## src/rtl/pipe_pkg.sv

```systemverilog
// Shared pipeline definitions: data width, the canonical NOP encoding and the
// fetch FSM state type.
package pipe_pkg;
    localparam int XLEN = 32;
    localparam logic [XLEN-1:0] NOP_INST = 32'h0000_0013;

    typedef enum logic [1:0] {
        FETCH   = 2'd0,
        HOLD    = 2'd1,
        DISCARD = 2'd2
    } fetch_state_e;
endpackage

```

## src/rtl/if_id_reg.sv

```systemverilog
// IF/ID pipeline register with load, hold and bubble control.
// A bubble clears valid and inserts a NOP, leaving the PC field as it was.
module if_id_reg
    import pipe_pkg::*;
(
    input  logic            clk,
    input  logic            reset,
    input  logic            load,
    input  logic            bubble,
    input  logic [XLEN-1:0] pc_in,
    input  logic [XLEN-1:0] inst_in,
    output logic [XLEN-1:0] pc,
    output logic [XLEN-1:0] inst,
    output logic            valid
);

    always_ff @(posedge clk) begin
        if (reset) begin
            pc    <= '0;
            inst  <= NOP_INST;
            valid <= 1'b0;
        end else if (bubble) begin
            inst  <= NOP_INST;
            valid <= 1'b0;
        end else if (load) begin
            pc    <= pc_in;
            inst  <= inst_in;
            valid <= 1'b1;
        end
    end

endmodule

```

## src/rtl/fetch_stage.sv

```systemverilog
// Instruction fetch stage: request sequencing, stall hold buffer, flush redirect.
// Optional stall/flush performance counters when FETCH_PERF_CNT_EN is defined.
//
// state   | meaning
// FETCH   | request at fetch_pc outstanding; response goes to IF/ID
// HOLD    | response captured during stall; no request until released
// DISCARD | in-flight request belongs to a flushed path; drop its response
module fetch_stage
    import pipe_pkg::*;
#(
    parameter logic [XLEN-1:0] RESET_PC = 32'h0000_0000
) (
    input  logic            clk,
    input  logic            reset,
    input  logic            stall,
    input  logic            flush,
    input  logic [XLEN-1:0] branch_target,
    output logic            imem_req,
    output logic [XLEN-1:0] imem_addr,
    input  logic            imem_ready,
    input  logic [XLEN-1:0] imem_rdata,
    output logic [XLEN-1:0] IF_ID_pc,
    output logic [XLEN-1:0] IF_ID_inst,
    output logic            IF_ID_valid
`ifdef FETCH_PERF_CNT_EN
    ,
    output logic [31:0]     stall_count,
    output logic [31:0]     flush_count
`endif
);

    fetch_state_e    state;
    logic [XLEN-1:0] fetch_pc;
    logic [XLEN-1:0] redirect_pc;
    logic [XLEN-1:0] hold_pc;
    logic [XLEN-1:0] hold_inst;

    logic            if_load;
    logic            if_bubble;
    logic [XLEN-1:0] if_pc_in;
    logic [XLEN-1:0] if_inst_in;

    assign imem_req  = !reset && (state != HOLD);
    assign imem_addr = fetch_pc;

    always_comb begin
        if_load    = 1'b0;
        if_bubble  = 1'b0;
        if_pc_in   = fetch_pc;
        if_inst_in = imem_rdata;
        unique case (state)
            FETCH: begin
                if (flush)
                    if_bubble = 1'b1;
                else if (!stall && imem_ready)
                    if_load = 1'b1;
                else if (!stall)
                    if_bubble = 1'b1;
            end
            HOLD: begin
                if (flush) begin
                    if_bubble = 1'b1;
                end else if (!stall) begin
                    if_load    = 1'b1;
                    if_pc_in   = hold_pc;
                    if_inst_in = hold_inst;
                end
            end
            default: if_bubble = 1'b1;
        endcase
    end

    always_ff @(posedge clk) begin
        if (reset) begin
            state       <= FETCH;
            fetch_pc    <= RESET_PC;
            redirect_pc <= RESET_PC;
            hold_pc     <= '0;
            hold_inst   <= '0;
        end else begin
            unique case (state)
                FETCH: begin
                    if (flush) begin
                        if (imem_ready) begin
                            fetch_pc <= branch_target;
                        end else begin
                            redirect_pc <= branch_target;
                            state       <= DISCARD;
                        end
                    end else if (imem_ready) begin
                        fetch_pc <= fetch_pc + 32'd4;
                        if (stall) begin
                            hold_pc   <= fetch_pc;
                            hold_inst <= imem_rdata;
                            state     <= HOLD;
                        end
                    end
                end
                HOLD: begin
                    if (flush) begin
                        fetch_pc  <= branch_target;
                        hold_pc   <= '0;
                        hold_inst <= '0;
                        state     <= FETCH;
                    end else if (!stall) begin
                        state <= FETCH;
                    end
                end
                DISCARD: begin
                    // A flush racing the stale response redirects straight to the newest target.
                    if (flush && imem_ready) begin
                        fetch_pc <= branch_target;
                        state    <= FETCH;
                    end else if (flush) begin
                        redirect_pc <= branch_target;
                    end else if (imem_ready) begin
                        fetch_pc <= redirect_pc;
                        state    <= FETCH;
                    end
                end
                default: state <= FETCH;
            endcase
        end
    end

    if_id_reg u_if_id_reg (
        .clk     (clk),
        .reset   (reset),
        .load    (if_load),
        .bubble  (if_bubble),
        .pc_in   (if_pc_in),
        .inst_in (if_inst_in),
        .pc      (IF_ID_pc),
        .inst    (IF_ID_inst),
        .valid   (IF_ID_valid)
    );

`ifdef FETCH_PERF_CNT_EN
    always_ff @(posedge clk) begin
        if (reset) begin
            stall_count <= '0;
            flush_count <= '0;
        end else begin
            if (stall && !flush && (stall_count != 32'hFFFF_FFFF))
                stall_count <= stall_count + 32'd1;
            if (flush && (flush_count != 32'hFFFF_FFFF))
                flush_count <= flush_count + 32'd1;
        end
    end
`endif

endmodule

```

## config.mk

```make
export PLATFORM = sky130hd
export DESIGN_NAME = fetch_stage
export DESIGN_NICKNAME = d
export VERILOG_FILES = /design/src/rtl/pipe_pkg.sv /design/src/rtl/if_id_reg.sv /design/src/rtl/fetch_stage.sv
export SDC_FILE = /design/constraint.sdc
export NUM_CORES = 1
export LEC_CHECK = 0
export CELL_PAD_IN_SITES_DETAIL_PLACEMENT = 1
export CELL_PAD_IN_SITES_GLOBAL_PLACEMENT = 2
export CORE_MARGIN = 10
export CORE_UTILIZATION = 29
export CTS_BUF_LIST = sky130_fd_sc_hd__clkbuf_4 sky130_fd_sc_hd__clkbuf_8 sky130_fd_sc_hd__clkbuf_16
export DETAILED_ROUTE_END_ITERATION = 10
export PLACE_DENSITY_LB_ADDON = 0.1
export SYNTH_ARGS = -nofsm -noshare
export SYNTH_HDL_FRONTEND = slang
export SYNTH_HIERARCHICAL = 1
export SYNTH_SLANG_ARGS = --single-unit
export TNS_END_PERCENT = 30
```

## constraint.sdc

```tcl
create_clock -name clk -period 2.8 [get_ports clk]
set_input_delay 0.28 -clock clk [delete_from_list [all_inputs] [get_ports clk]]
set_output_delay 0.28 -clock clk [all_outputs]
set_load 0.05 [all_outputs]
```

* After elaboration in Yosys (flattened, before gate mapping)
Cells that the tools add are included.
** Storage, ports and cells
- Output and inout port bits :: 98
- Input bits :: 69
- Logic and storage cells :: 85
- Flip-flop bits (word level) :: 195
** Operators by class
- Multiplexer cells :: 44
- Equal/unequal tests :: 16
- $add $sub $neg :: 1
- Bitwise gates (word level) :: 1
- Reductions and logical operators :: 15
** Operators with widths (number)
- 32-bit two-way mux :: 21
- 32-bit one-hot mux with 2 select lines :: 3
- 32-bit one-hot mux with 3 select lines :: 1
- 32-bit by 3-bit adder with 32-bit output, second input constant :: 1
- 2-bit two-way mux :: 9
- 3-bit inequality test, second input constant :: 6
- 2-bit inequality test, second input constant :: 7
- 5-bit AND reduction :: 2
- 1-bit two-way mux :: 7
- 2-bit one-hot mux with 3 select lines :: 1
- 6-bit AND reduction :: 1
- 1-bit one-hot mux with 2 select lines :: 2
- 4-bit AND reduction :: 1
- 2-bit nonzero test :: 2
- 1-bit logical AND :: 3
- 3-bit nonzero test :: 1
- 2-bit by 1-bit == test with 1-bit output, second input constant :: 1
- 2-bit == test, second input constant :: 1
- 1-bit logical NOT :: 2
- 2-bit logical NOT :: 1
- 2-bit by 1-bit inequality test with 1-bit output, second input constant :: 1
- 2-bit AND reduction :: 1
- 2-bit OR reduction :: 1
- 1-bit NOT :: 1

* Longest topological paths before layout
- Word-level depth :: 7
- Mapped depth :: 10
- Depth with buffers taken out :: 8

* Cells and area by module
The synthesis kept the hierarchy.
** By module, submodules not included
- fetch_stage :: seq. area each 2602.5 µm², area each 7425.9 µm², cells each 954, instances 1
- if_id_reg :: seq. area each 1301.2 µm², area each 2655.0 µm², cells each 253, instances 1

* Worst setup path before layout
Ideal clock, no wire load.
- Path type :: reg-to-reg
- Start point :: register fetch_pc[5] (netlist: imem_addr[5])
- End point :: register fetch_pc[25] (netlist: imem_addr[25])
- Required time :: 2.730 ns
- Buffers on the path :: 2
- Stages on the path, launching flop included :: 8
- Library setup time :: 0.070 ns
- Period minus slack after synthesis :: 2.352 ns
- Path slack :: 0.448 ns
- Arrival :: 2.282 ns
- Cells stage by stage :: dfxtp_1 buf_2 nand3_2 or3_1 buf_2 or4_4 o31ai_2 o2bb2ai_1
** Between the ends
- Longest elaborated chain between the ends :: 4
** RTL lines
- from (decl) :: line fetch_stage.sv:33 : logic [XLEN-1:0] fetch_pc;
- from (signal assigned) :: line fetch_stage.sv:85 : fetch_pc <= branch_target;
- from (signal assigned) :: line fetch_stage.sv:91 : fetch_pc <= fetch_pc + 32'd4;
- from (signal assigned) :: line fetch_stage.sv:101 : fetch_pc <= branch_target;
- 32-bit by 3-bit adder with 32-bit output :: line fetch_stage.sv:91
- 32-bit two-way mux :: line fetch_stage.sv:90 : end else if (imem_ready) begin
- 32-bit two-way mux :: line fetch_stage.sv:83 : if (flush) begin
- 32-bit one-hot mux with 3 select lines :: line fetch_stage.sv:81 : unique case (state)
Every way passes these cells. The select of a mux whose other input is x is not followed.
A chain may end at the register's enable or synchronous reset.

* Final worst setup path
- Start point :: register state[0]
- End point :: register fetch_pc[15] (netlist: imem_addr[15])
** Between the ends
- Longest elaborated chain between the ends :: 3
- Elaborated cells on any way between the ends :: 10
- Those cells by class :: eq/ne (6); mux (1); reduce/logical (3)
** RTL lines
- from (decl) :: line fetch_stage.sv:32 : fetch_state_e state;
- from (signal assigned) :: line fetch_stage.sv:75 : state <= FETCH;
- from (signal assigned) :: line fetch_stage.sv:88 : state <= DISCARD;
- from (signal assigned) :: line fetch_stage.sv:95 : state <= HOLD;
- 2-bit == test (tied with other cells) :: line fetch_stage.sv:81
- 3-bit inequality test (no line) (tied with other cells)
- 5-bit AND reduction (no line)
Several ways; a longest one is shown, not always the timed one.

==> summary.md <==
| Metric | Value |
|---|---|
| Crit path capture | imem_addr[15] |
| Total negative slack | 0 ns |
| Critical Path Source | state[0] |
| CP Buf/Inv Count | 2 |
| Skew-Pair Late Insertion Delay | 0.45 ns |
| Fin util | 37.8% |
| Synth cell count leaders | 195 x dfxtp_1, 166 x nand2_1, 93 x nand2b_1, 91 x o21ai_0, 84 x clkbuf_1 |
| Final setup viols | 0 |
| Setup Fix Bufs, Post-CTS | 0 |
| Period utilization | 88.0% |
| Vias in the first global route | 9471 |
| Headroom to the max-slew limit | 60.6% |
| Leading area contributor after synthesis | dfxtp_1 |
| Largest net degree at the start of global routing | 65 |
| PortBufs | 166 |
| Sequential element share of the synthesized area | 38.7% |
| Initial DRC Count | 677 |
| Die Y | 206 µm |
| Worst reg2reg path depth | 8 |
| Reg2reg start | state[0] |
| Avg Inst Size Synth | 8.35 µm² |
| Synthesized area | 10100 µm² |
| Critical Path Stages | 8 |
| Die area | 42600 µm² |
| Cts repair resizes | 0 |
| # fillers | 4045 |
| Placement Rows | 68 |
| Async SR Flop Fraction | 0% |
| Share of cells above drive strength 1 | 13.0% |
| Nature of the critical path startpoint | flip-flop |
| # diodes | 0 |
| Clk buf depth | 2 |
| Top Family by Delay on Critical Path | simple AND/OR/NAND/NOR gates |
| Routability-driven placement congestion ratio | 0.816 |
| GRT Util Overall | 17.5% |
| # clock sinks | 195 |
| GRT overflow | 0 |
| Root Driver | clkbuf_16 |
| CTS tree | yes |
| Mapped Cells | 1207 |
| Status | completed |
| Max cap viols | 0 |
| Arrival @ worst endpoint | 2.84 ns |
| Detailed Place HPWL | 26500 µm |
| CP max stage delay | 0.53 ns |
| Max FO, Critical Path | 14 |
| Core Region | 34500 µm² |
| CP Data Required Time | 3.18 ns |
| Area contributors post-synth | dfxtp_1 39%, mux2_2 6.5%, nand2_1 6.2% |
| Post-route setup slack | 0.337 ns |
| DRC viols | 0 |
| EDFF count, synth | 0 |
| Clock skew | 0.0118 ns |
| Post-synthesis register bit count | 195 |
| Hold buffer count at cts | 0 |
| Htree depth | 4 |
| Yosys cell types | 64 |
| Antenna violations before repair | 1 |
| Slowest cell on the critical path | or3_1 |
| P&R area growth vs syn | 29.1% |
| Clock Pin Slew Worst Setup and Hold Paths | 0.07 ns |
| Count leader, synth | dfxtp_1 |
| Cell Chain, Critical Path | inv_1, ha_1, o21ba_2, or3_1, buf_12, nor4_1, o211ai_1, nand3_1 |
| RSZ-0062 raised after global routing | false |
| Ys Warns | 6 |
| Reg2reg end | imem_addr[15] |
| Drt first pass iters | 4 |
| P_leak | 4.40 nW |
| Fin. max-slew vios | 0 |
| I/O pin cnt | 167 |
| Antenna Nets Post-Route | 0 |
| Area share of the largest cell type after synthesis | 38.7% |
| Synth Flop Type | dfxtp_1 |
| Nature of the critical path endpoint | flip-flop |
| Worst VDD drop | 436 µV |
| Drt via density | 5.11 |
| Syn nets | 1280 |
| DRT Wirelength | 37400 µm |
| DIE WIDTH | 206 µm |
| Total CTS buffers | 17 |
| Initial Utilization | 29.3% |
| Final period demand of the worst path | 2.46 ns |
| Least-Margin Pin Slew | 0.589 ns |
| Worst min path class | in2reg |
| DR WL/cell | 20.6 µm |
| Critical path type | reg2reg |
| Hold Fails Final Rpt | 0 |
| Cell area power density | 656 nW/µm² |
| Final instance area | 13000 µm² |
| Global-route wire length before repair | 58300 µm |
| Register-to-Register Setup Slack | 0.34 ns |
| Via count | 9277 |
| Final net count | 1421 |
| DP Area | 12400 µm² |
| Max Freq | 406 MHz |
| Pre-CTS WS | 0.313 ns |
==> how the worst min path moves through the flow <==
stage / start / end / cells past startpoint
after CTS: reset / state[0] / 2
after global placement: redirect_pc[30] / redirect_pc[30] / 2
after detailed placement: redirect_pc[5] / redirect_pc[5] / 2
after global routing: reset / state[0] / 2
final: reset / state[1] / 2
after floorplan: branch_target[0] / redirect_pc[0] / 2
==> metal layers <==
layer,vias to the layer above,global-route usage (%),part of all wire [%]
met5,-,0,0.035
met3,20,3.18,3.8
met4,2,4.07,0.91
met2,139,27.0,45
li1,4588,-,-
met1,4528,24.7,50
==> registers in the layout, indices dropped and copies added (netlist names) <==
name,flops
u_if_id_reg/inst,32
state,2
u_if_id_reg/valid,1
redirect_pc,32
u_if_id_reg/pc,32
hold_inst,32
hold_pc,32
imem_addr,32
==> per-stage QoR <==
stage / total power, mW / instances / hold slack [ns]
global placement: 5.96 / 1784 / 0.443
floorplan: 4.88 / 1207 / 0.416
finish: 8.54 / 1816 / 0.234
detailed placement: 5.99 / 1784 / 0.450
global route: 9.01 / 1816 / 0.231
CTS: 8.67 / 1816 / 0.218
==> final cells by class <==
class                      instances  area, µm²  area share, %
clock buffer                      21        462           3.55
sequential                       195       3900           30.0
tap                              455        569           4.37
clock inverter                    11        151           1.16
multi-input combinational        887       5640           43.3
timing repair buffer             232       2230           17.2
inverter                          15       56.3          0.433
==> cells in the final DEF, fill, tap and decap left out, types with 8 or more instances in the layout <==
cell type	Yosys	layout
buf_4	0	61
a221oi_1	19	19
nand2b_1	93	93
clkdlybuf4s50_1	0	163
clkbuf_16	0	17
nand4bb_1	32	32
a22oi_1	64	64
a21oi_1	63	63
nor3_1	16	14
nand2_1	166	166
o21ai_1	30	30
mux2_2	58	58
nand4_1	12	12
mux2i_1	36	36
dfxtp_1	195	195
a221o_1	8	8
nand3_1	15	15
o21ai_0	91	91
nor2_1	73	72
nor4_1	9	9
inv_1	14	14
==> report_power, final <==
part | switching, mW | internal [mW]
clock network | 1.17 | 1.47
registers | 0.290 | 3.01
logic | 1.59 | 1.02
total | 3.05 | 5.50
==> kinds of logic after synthesis <==
group	after synthesis	share of synthesized area (%)
compound gates	329	20.7
xor+xnor	7	0.608
fa+ha+maj	4	0.496
buf+inv	125	5.62
flops	195	38.7
mux	94	10.1
simple gates	453	23.8
==> worst reg2reg max path, cell delays in order (launching register included) <==
cell	delay, ns
dfxtp_1	0.40
inv_1	0.09
ha_1	0.22
o21ba_2	0.25
or3_1	0.53
buf_12	0.23
nor4_1	0.40
o211ai_1	0.15
nand3_1	0.11
No activity file was read; power rests on OpenSTA's default activity.
